--- src/rtl/maze_mem_arbiter.sv ---
// Two-port (solver/host) arbiter onto a single-cell maze memory, 3-cycle transactions.
// Define ARB_RR_EN to resolve simultaneous requests round-robin instead of solver-first.
module maze_mem_arbiter (
    input  logic       clk,
    input  logic       rst,
    input  logic       sol_req,
    input  logic       sol_wr,
    input  logic [3:0] sol_x,
    input  logic [3:0] sol_y,
    input  logic       sol_din,
    output logic       sol_gnt,
    output logic       sol_vld,
    output logic       sol_dout,
    input  logic       host_req,
    input  logic       host_wr,
    input  logic [3:0] host_x,
    input  logic [3:0] host_y,
    input  logic       host_din,
    output logic       host_gnt,
    output logic       host_vld,
    output logic       host_dout,
    output logic       mem_rd,
    output logic       mem_wr,
    output logic [3:0] mem_x,
    output logic [3:0] mem_y,
    output logic       mem_din,
    input  logic       mem_dout,
    output logic       busy,
    output logic       last_host
);

    typedef enum logic [1:0] {IDLE, ACCESS, RESP} state_t;

    state_t     r_state;
    state_t     w_next;
    logic       r_host;
    logic       r_wr;
    logic [3:0] r_x;
    logic [3:0] r_y;
    logic       r_din;
    logic       r_last_host;
    logic       r_sol_dout;
    logic       r_host_dout;
    logic       w_any;
    logic       w_pick_host;
    logic       w_acc;
    logic       w_resp;

    assign w_any = sol_req | host_req;

`ifdef ARB_RR_EN
    // On a tie, serve whichever side did not win last time.
    assign w_pick_host = host_req & (~sol_req | ~r_last_host);
`else
    assign w_pick_host = host_req & ~sol_req;
`endif

    always_comb begin
        w_next = r_state;
        unique case (r_state)
            IDLE:    if (w_any) w_next = ACCESS;
            ACCESS:  w_next = RESP;
            RESP:    w_next = IDLE;
            default: w_next = IDLE;
        endcase
    end

    always_ff @(posedge clk or negedge rst) begin
        if (!rst) begin
            r_state <= IDLE;
        end else begin
            r_state <= w_next;
        end
    end

    always_ff @(posedge clk or negedge rst) begin
        if (!rst) begin
            r_host      <= 1'b0;
            r_wr        <= 1'b0;
            r_x         <= 4'd0;
            r_y         <= 4'd0;
            r_din       <= 1'b0;
            r_last_host <= 1'b0;
        end else if (r_state == IDLE && w_any) begin
            r_host      <= w_pick_host;
            r_wr        <= w_pick_host ? host_wr  : sol_wr;
            r_x         <= w_pick_host ? host_x   : sol_x;
            r_y         <= w_pick_host ? host_y   : sol_y;
            r_din       <= w_pick_host ? host_din : sol_din;
            r_last_host <= w_pick_host;
        end
    end

    // Read data is captured on the edge that opens RESP, alongside vld.
    always_ff @(posedge clk or negedge rst) begin
        if (!rst) begin
            r_sol_dout  <= 1'b0;
            r_host_dout <= 1'b0;
        end else if (r_state == ACCESS && !r_wr) begin
            if (r_host) begin
                r_host_dout <= mem_dout;
            end else begin
                r_sol_dout  <= mem_dout;
            end
        end
    end

    assign w_acc     = (r_state == ACCESS);
    assign w_resp    = (r_state == RESP);
    assign busy      = (r_state != IDLE);
    assign last_host = r_last_host;

    assign sol_gnt   = busy & ~r_host;
    assign host_gnt  = busy &  r_host;
    assign sol_vld   = w_resp & ~r_host;
    assign host_vld  = w_resp &  r_host;
    assign sol_dout  = r_sol_dout;
    assign host_dout = r_host_dout;

    assign mem_rd    = w_acc & ~r_wr;
    assign mem_wr    = w_acc &  r_wr;
    assign mem_x     = w_acc ? r_x : 4'd0;
    assign mem_y     = w_acc ? r_y : 4'd0;
    assign mem_din   = w_acc & r_din;

endmodule

--- config.mk ---
export PLATFORM = sky130hd
export DESIGN_NAME = maze_mem_arbiter
export DESIGN_NICKNAME = d
export VERILOG_FILES = /design/src/rtl/maze_mem_arbiter.sv
export SDC_FILE = /design/constraint.sdc
export NUM_CORES = 1
export LEC_CHECK = 0
export BUFFER_PORTS_ARGS = -buffer_cell sky130_fd_sc_hd__buf_2
export CORE_UTILIZATION = 38
export CTS_BUF_LIST = sky130_fd_sc_hd__clkbuf_8
export CTS_CLUSTER_DIAMETER = 200
export CTS_CLUSTER_SIZE = 28
export DETAILED_ROUTE_END_ITERATION = 10
export PLACE_DENSITY = 0.68
export SETUP_SLACK_MARGIN = 0.2
export SLEW_MARGIN = 20
export SYNTH_ARGS = -nofsm -noshare
export SYNTH_HDL_FRONTEND = slang
export SYNTH_SLANG_ARGS = --single-unit
export TNS_END_PERCENT = 50
--- constraint.sdc ---
create_clock -name clk -period 3.4 [get_ports clk]
set_input_delay 0.17 -clock clk [delete_from_list [all_inputs] [get_ports clk]]
set_output_delay 0.17 -clock clk [all_outputs]
set_load 0.005 [all_outputs]
# ---- Word-level counts from Yosys, hierarchy flattened
# Cells that the tools add are included.
dict set report totals {
  ff_bits 15
  in_bits 25
  output_inout_bits 19
}
dict set report op_classes {
  n_eq_ne 3
  mux 8
  n_bitwise 12
  reduce_logical 7
}
# operator count
set op_table {}
lappend op_table {{$mux W4} 4}
lappend op_table {{$and A1 B1 Y1} 8}
lappend op_table {{$pmux W2 S2} 1}
lappend op_table {{$reduce_and A2 Y1} 2}
lappend op_table {{$not A1 Y1} 3}
lappend op_table {{$eq A2 B1 Y1 const B} 1}
lappend op_table {{$eq A2 B2 Y1 const B} 1}
lappend op_table {{$logic_and A1 B1 Y1} 2}
lappend op_table {{$logic_not A2 Y1} 1}
lappend op_table {{$mux W1} 2}
lappend op_table {{$mux W2} 1}
lappend op_table {{$ne A2 B2 Y1 const B} 1}
lappend op_table {{$reduce_bool A2 Y1} 1}
lappend op_table {{$logic_not A1 Y1} 1}
lappend op_table {{$or A1 B1 Y1} 1}

# ---- Longest topological paths before layout
# Gate-level depths: netlist (run 1).
dict set report depth {
  depth_word 3
  ltp_mapped 4
  ltp_nobuf 3
}

# ---- Worst setup path after synthesis (run 1)
# Ideal clock, no wire load.
dict set report synth_path {
  kind {reg-to-reg}
  from {reg r_state[1]}
  to {reg r_din}
  t_arrival_ns 1.217
  setup_slack_ns 2.057
  stages_incl_launch_ff 5
  cell_sequence {dfrtp_1 nor2_4 o21a_1 buf_6 mux2_4}
}
dict set report synth_between {
  elab_chain_cells 2
}
# element line_no
set synth_lines {}
lappend synth_lines {{start: declaration} 34} ;# state_t r_state;
lappend synth_lines {{start signal: assignment} 72} ;# r_state <= w_next;
lappend synth_lines {{$logic_not A2 Y1} 84} ;# end else if (r_state == IDLE && w_any) begin
lappend synth_lines {{$logic_and A1 B1 Y1} 84}
lappend synth_lines {{end signal: assignment} 89} ;# r_din <= w_pick_host ? host_din : sol_din;
lappend synth_lines {{end: declaration} 40} ;# logic r_din;
# Every way passes these cells.
# A chain may end at the register's enable or synchronous reset.

# ---- Worst setup path after layout (run 1)
dict set report layout_path {
  from {reg r_state[0]}
  to {out mem_wr}
}
dict set report layout_between {
  elab_chain_cells 2
}
# element line_no
set layout_lines {}
lappend layout_lines {{$eq A2 B1 Y1} 108} ;# assign w_acc = (r_state == ACCESS);
lappend layout_lines {{$and A1 B1 Y1} 121} ;# assign mem_wr = w_acc & r_wr;
lappend layout_lines {{end: declaration} 23} ;# output logic mem_wr,
# Every way passes these cells.

==> results.py, run 1 <==
metrics = {
    "run_status": {
        "status": "complete, no violations",
    },
    "detailed_routing": {
        "vias": 630,
        "firstDrtPassIters": 4,
        "via_per_inst": 4.599,
        "drtIter0Drc": 5,
        "ant_nets": 0,
        "drc": 0,
        "routedWlPerCell_um": 11.70,
        "wirelength_um": 1603,
    },
    "yosys": {
        "netlist_area_um2": 880.8,
        "synth_area_leader_cell": "dfrtp_1",
        "synthFlopType": "dfrtp_1",
        "synth_seq_cells": 15,
        "yosysWarnings": 0,
        "synthesis.instances": 64,
        "yosysUniqueCellTypes": 17,
        "netlist_top_cells_count": "20 x mux2_4, 15 x dfrtp_1, 10 x and2_1, 3 x nor2b_1",
        "synth_edf_count": 0,
        "synth.area.top_cells": "dfrtp_1 43%, mux2_4 34%, and2_1 7.1%",
        "yosysMostFrequentCell": "mux2_4",
        "synth-seq-area-share_pct": 42.61,
        "netlist.area_leader.share_pct": 42.61,
        "async_flop_share_pct": 100.0,
        "syn_nets": 89,
        "syn_avg_cell_area_um2": 13.76,
    },
    "finish": {
        "diodes": 0,
        "syn_to_final_growth_pct": 31.68,
        "fin_nets": 135,
        "drive_gt1_share_pct": 64.22,
        "post-route-util_pct": 52.94,
    },
    "global_routing": {
        "grt_antenna_before_repair": 0,
        "grt_max_degree": 16,
        "overflow": 0,
        "grt_pass1_vias": 604,
        "track_usage_pct": 14.30,
        "grt_first_pass_wirelength_um": 2615,
    },
    "die": {
        "io_pins": 44,
        "num_rows": 17,
        "die_area_mm2": 0.002515,
        "core_area_mm2": 0.002191,
        "die_h_um": 50.15,
        "die_x_um": 50.15,
        "initial_utilization_pct": 40.21,
    },
    "critical_path": {
        "rr_endpoint": "r_x[3]$_DFFE_PN0P_",
        "regToRegStartpoint": "r_state[1]$_DFFE_PN0P_",
        "crit_start": "r_state[0]$_DFFE_PN0P_",
        "reg2regPathDepth": 3,
        "critPathKind": "flip-flop to output pin",
        "arrival_ns": 1.51,
        "path_max_fanout": 11,
        "start_kind": "flip-flop",
        "crit_required_ns": 3.23,
        "endpoint_kind": "output pin",
        "r2r_setup_slack_ns": 1.73,
        "worstSetupEndpoint": "mem_wr",
    },
    "sta": {
        "tightest_slew_ns": 0.7029,
        "hold_viol": 0,
        "rsz0062_at_grt": "false",
        "slew_headroom_pct": 53.14,
        "drv_slew": 0,
        "fin_worst_skew_ns": 0.0009045,
        "tns_ns": 0,
        "max_clock_freq_ghz": 0.5949,
        "fin_crit_ns": 1.681,
        "setup_viol": 0,
        "fin_crit_sh_pct": 49.44,
        "worst_slack_ns": 1.719,
    },
    "cts": {
        "root_buffer": "clkbuf_8",
        "clk_latency_ns": 0.24,
        "ctsHoldBuffers": 1,
        "cts_tree": "done",
        "cts_setup_buffers": 0,
        "clk_pin_slew_ns": 0.06,
        "cts_inserted_buffers": 3,
        "cts-resized-gates": 0,
        "h-tree-depth": 1,
        "clockBufferDepth": 2,
        "cts.sinks": 15,
    },
    "placement": {
        "io_buffer_count": 43,
        "gp_congestion": 0.6384,
        "dp_slack_ns": 1.720,
    },
    "min_path": {
        "hold_class": "primary input to flip-flop",
    },
    "power_and_ir_drop": {
        "p_per_area_mw_per_mm2": 788.4,
        "p_leak_uw": 0.0006371,
        "p_total_uw": 914.5,
        "ir_drop_uv": 338.8,
    },
    "run": {
        "drv_cap": 0,
    },
}
-- per-stage QoR --
| stage | std cells | hold slack [ns] | instance area [um2] |
|---|---|---|---|
| global route | 137 | 0.1248 | 1160 |
| CTS | 137 | 0.1158 | 1160 |
| floorplan | 64 | -0.1256 | 880.8 |
| detailed placement | 132 | 0.08501 | 1105 |
| global placement | 132 | 0.08197 | 1105 |
| finish | 137 | 0.1255 | 1160 |
-- registers in the layout, indices dropped and copies added (netlist names) --
register / flops
host_dout: 1
last_host: 1
r_din: 1
r_state: 2
r_wr: 1
r_x: 4
r_y: 4
sol_dout: 1
-- cell families after synthesis --
logic type | after synthesis | share of synthesized area [%]
and+or+nand+nor | 20 | 15.34
buffers and inverters | 4 | 3.408
AOI/OAI and AO/OA | 3 | 1.989
DFF | 15 | 42.61
muxes | 22 | 36.65
-- where the power goes --
group | total [uW] | internal, uW | switching, uW | leakage (uW)
clock | 135 | 79.7 | 55.8 | 0.0000269
sequential | 342 | 271 | 70.6 | 0.000177
combinational | 437 | 275 | 162 | 0.000433
total | 914 | 626 | 289 | 0.000637
-- critical path: stages (launching register included) --
cell     delay (ns)
dfrtp_1        0.42
nor2b_1        0.53
and2_1         0.21
buf_2          0.11
-- per-layer routing --
| layer | vias to the layer above | track usage [%] | share of wire [%] |
|---|---|---|---|
| met2 | 32 | 24.89 | 46 |
| li1 | 308 | - | - |
| met3 | 0 | 4.545 | 7.5 |
| met5 | - | 0 | 0 |
| met1 | 290 | 16.54 | 46 |
| met4 | 0 | 4.286 | 0 |
-- cell usage in the layout, fill, tap and decap left out --
master         count
nor2_1             1
o21a_1             1
nor3b_1            1
dlygate4sd3_1      1
dfrtp_1           15
and2_1            10
mux2_2             2
buf_2             43
clkbuf_8           3
nand2b_1           1
nor2_4             1
mux2_4            20
and3b_1            1
nand2_1            1
a21oi_1            2
nor3b_2            1
nor2b_1            3
inv_1              2
-- worst min-delay path by stage --
stage                       start                     to  cells after the start  slack (ns)
after global routing      sol_req  last_host$_DFFE_PN0P_                      2        0.12
after detailed placement      rst  last_host$_DFFE_PN0P_                      1        0.09
final                     sol_req  last_host$_DFFE_PN0P_                      2        0.13
after floorplan               rst  host_dout$_DFFE_PN0P_                      0       -0.13
after global placement        rst  last_host$_DFFE_PN0P_                      1        0.08
after CTS                 sol_req  last_host$_DFFE_PN0P_                      2        0.12
-- cell type report --
class                   count  area [um2]
multi-input cells          45       475.5
repair buffers             44       225.2
inverters                   1       3.754
well taps                  28       35.03
clock inverters             1       3.754
fillers                   191        1031
flip-flops and latches     15       375.4
clock buffers               3       41.29
Power figures use the tool's default switching activity.
==> run 2: changes to the inputs <==
clock period = 1.7 ns   (was 3.4 ns; I/O delays follow)
==> results.py, run 2 (synthesized netlist as in run 1, its figures left out) <==
metrics = {
    "critical_path": {
        "critPathMaxStageDelay_ns": 0.46,
        "rr_endpoint": "r_y[0]$_DFFE_PN0P_",
        "path_cells": "nor2_4 -> o21a_1 -> buf_4 -> mux2_4",
        "slowest_stage": "dfrtp_1",
        "path_max_fanout": 11,
        "reg2regPathDepth": 4,
        "critPathKind": "flip-flop to flip-flop",
        "arrival_ns": 1.57,
        "endpoint_kind": "flip-flop",
        "crit_required_ns": 1.83,
        "start_kind": "flip-flop",
        "regToRegStartpoint": "r_state[1]$_DFFE_PN0P_",
        "r2r_setup_slack_ns": 0.26,
    },
    "global_routing": {
        "overflow": 0,
        "grt_max_degree": 16,
        "grt_pass1_vias": 641,
        "track_usage_pct": 14.19,
        "grt_antenna_before_repair": 0,
        "grt_first_pass_wirelength_um": 2608,
    },
    "detailed_routing": {
        "via_per_inst": 4.633,
        "vias": 644,
        "drtIter0Drc": 5,
        "wirelength_um": 1584,
        "firstDrtPassIters": 4,
        "ant_nets": 0,
        "drc": 0,
        "routedWlPerCell_um": 11.40,
    },
    "die": {
        "die_h_um": 50.15,
        "die_x_um": 50.15,
        "initial_utilization_pct": 40.21,
        "core_area_mm2": 0.002191,
        "io_pins": 44,
        "num_rows": 17,
        "die_area_mm2": 0.002515,
    },
    "sta": {
        "slew_headroom_pct": 78.68,
        "worst_slack_ns": 0.2650,
        "max_clock_freq_ghz": 0.6969,
        "tightest_slew_ns": 0.3198,
        "fin_crit_sh_pct": 84.41,
        "fin_crit_ns": 1.435,
        "tns_ns": 0,
        "fin_worst_skew_ns": 0.0009689,
        "hold_viol": 0,
        "whs_ns": 0.03078,
        "rsz0062_at_grt": "true",
        "setup_viol": 0,
        "drv_slew": 0,
    },
    "cts": {
        "cts.sinks": 15,
        "root_buffer": "clkbuf_8",
        "h-tree-depth": 1,
        "cts_inserted_buffers": 3,
        "clockBufferDepth": 2,
        "cts_tree": "done",
        "clk_pin_slew_ns": 0.06,
        "cts_setup_buffers": 0,
        "clk_latency_ns": 0.25,
    },
    "min_path": {
        "hp-start": "sol_req",
        "min_path_cells": 2,
        "hold_class": "primary input to flip-flop",
        "hold_end": "last_host$_DFFE_PN0P_",
    },
    "finish": {
        "multi_input_area_um2": 483.0,
        "fill_cells": 217,
        "final_common_cell": "buf_2",
        "fin_nets": 137,
        "ff_latch_area_um2": 375.4,
        "diodes": 0,
        "most-common-layout-cells": "43 x buf_2, 20 x mux2_4, 15 x dfrtp_1",
        "syn_to_final_growth_pct": 34.23,
        "drive_gt1_share_pct": 65.77,
        "top_regs": "r_x: 4 flops, r_y: 4 flops, r_state: 2 flops",
    },
    "placement": {
        "gp_congestion": 0.6333,
        "dp_slack_ns": 0.2919,
        "io_buffer_count": 43,
    },
    "power_and_ir_drop": {
        "p_per_area_mw_per_mm2": 1581,
        "p_leak_uw": 0.0006504,
        "ir_drop_uv": 688.3,
    },
    "run_status": {
        "status": "complete, no violations",
    },
    "run": {
        "drv_cap": 0,
    },
}
## run 2: changes by cell type in the layout (fill, tap and decap cells not counted), sizes merged
cell,previous run,this run
buf,43,45
## run 2: how the worst max path moves through the flow
stage,to,slack (ns),cells after the start,start
finish,r_y[0]$_DFFE_PN0P_,0.26,4,r_state[1]$_DFFE_PN0P_
global route,r_wr$_DFFE_PN0P_,0.19,4,r_state[1]$_DFFE_PN0P_
CTS,mem_wr,0.25,3,r_state[0]$_DFFE_PN0P_
detailed placement,r_x[3]$_DFFE_PN0P_,0.29,4,r_state[1]$_DFFE_PN0P_
global placement,r_y[0]$_DFFE_PN0P_,0.32,4,r_state[1]$_DFFE_PN0P_
floorplan,r_din$_DFFE_PN0P_,0.36,4,r_state[1]$_DFFE_PN0P_
## run 2: area by class of cell
type                       instances  share of cell area [%]
multi-input combinational         45                   40.85
sequential                        15                   31.75
timing repair buffer              46                   20.32
clock buffer                       3                   3.492
tap                               28                   2.963
clock inverter                     1                  0.3175
inverter                           1                  0.3175
## run 2: worst max-delay path: cells and delay by family (launching register included)
family | cells | cell delay [ns]
simple gates | 1 | 0.19
buf+inv | 1 | 0.21
compound gates | 1 | 0.14
flops | 1 | 0.46
mux | 1 | 0.32
## run 2: layer usage
layer  GRT usage [%]  share of wire [%]  vias up
li1                -                  -      312
met1           15.25                 41      296
met2           24.89                 48       33
met3           4.242                8.4        3
met4           7.143                2.3        0
met5               0                  0        -
## run 2: stage by stage
stage	util, %	total power (uW)	cells	instance area [um2]
4_1_cts	53.74	1878	139	1177
3_5_place_dp	51.11	1590	134	1120
6_report	53.97	1869	139	1182
3_3_place_gp	51.11	1561	134	1120
5_1_grt	53.97	2009	139	1182
2_1_floorplan	-	1290	64	880.8
## run 2: where the power goes
| part | total [uW] | internal (uW) | switching (uW) | leakage (uW) |
|---|---|---|---|---|
| clock network | 278 | 160 | 118 | 0.0000269 |
| registers | 689 | 542 | 147 | 0.000177 |
| logic | 902 | 575 | 327 | 0.000446 |
## run 2: repair_timing
item | in CTS | in global routing
pin swaps | 0 | 0
setup endpoints to repair | 10 | 10
hold endpoints to repair | 15 | 0
hold buffers | 1 | 0
resized for setup | 1 | 1
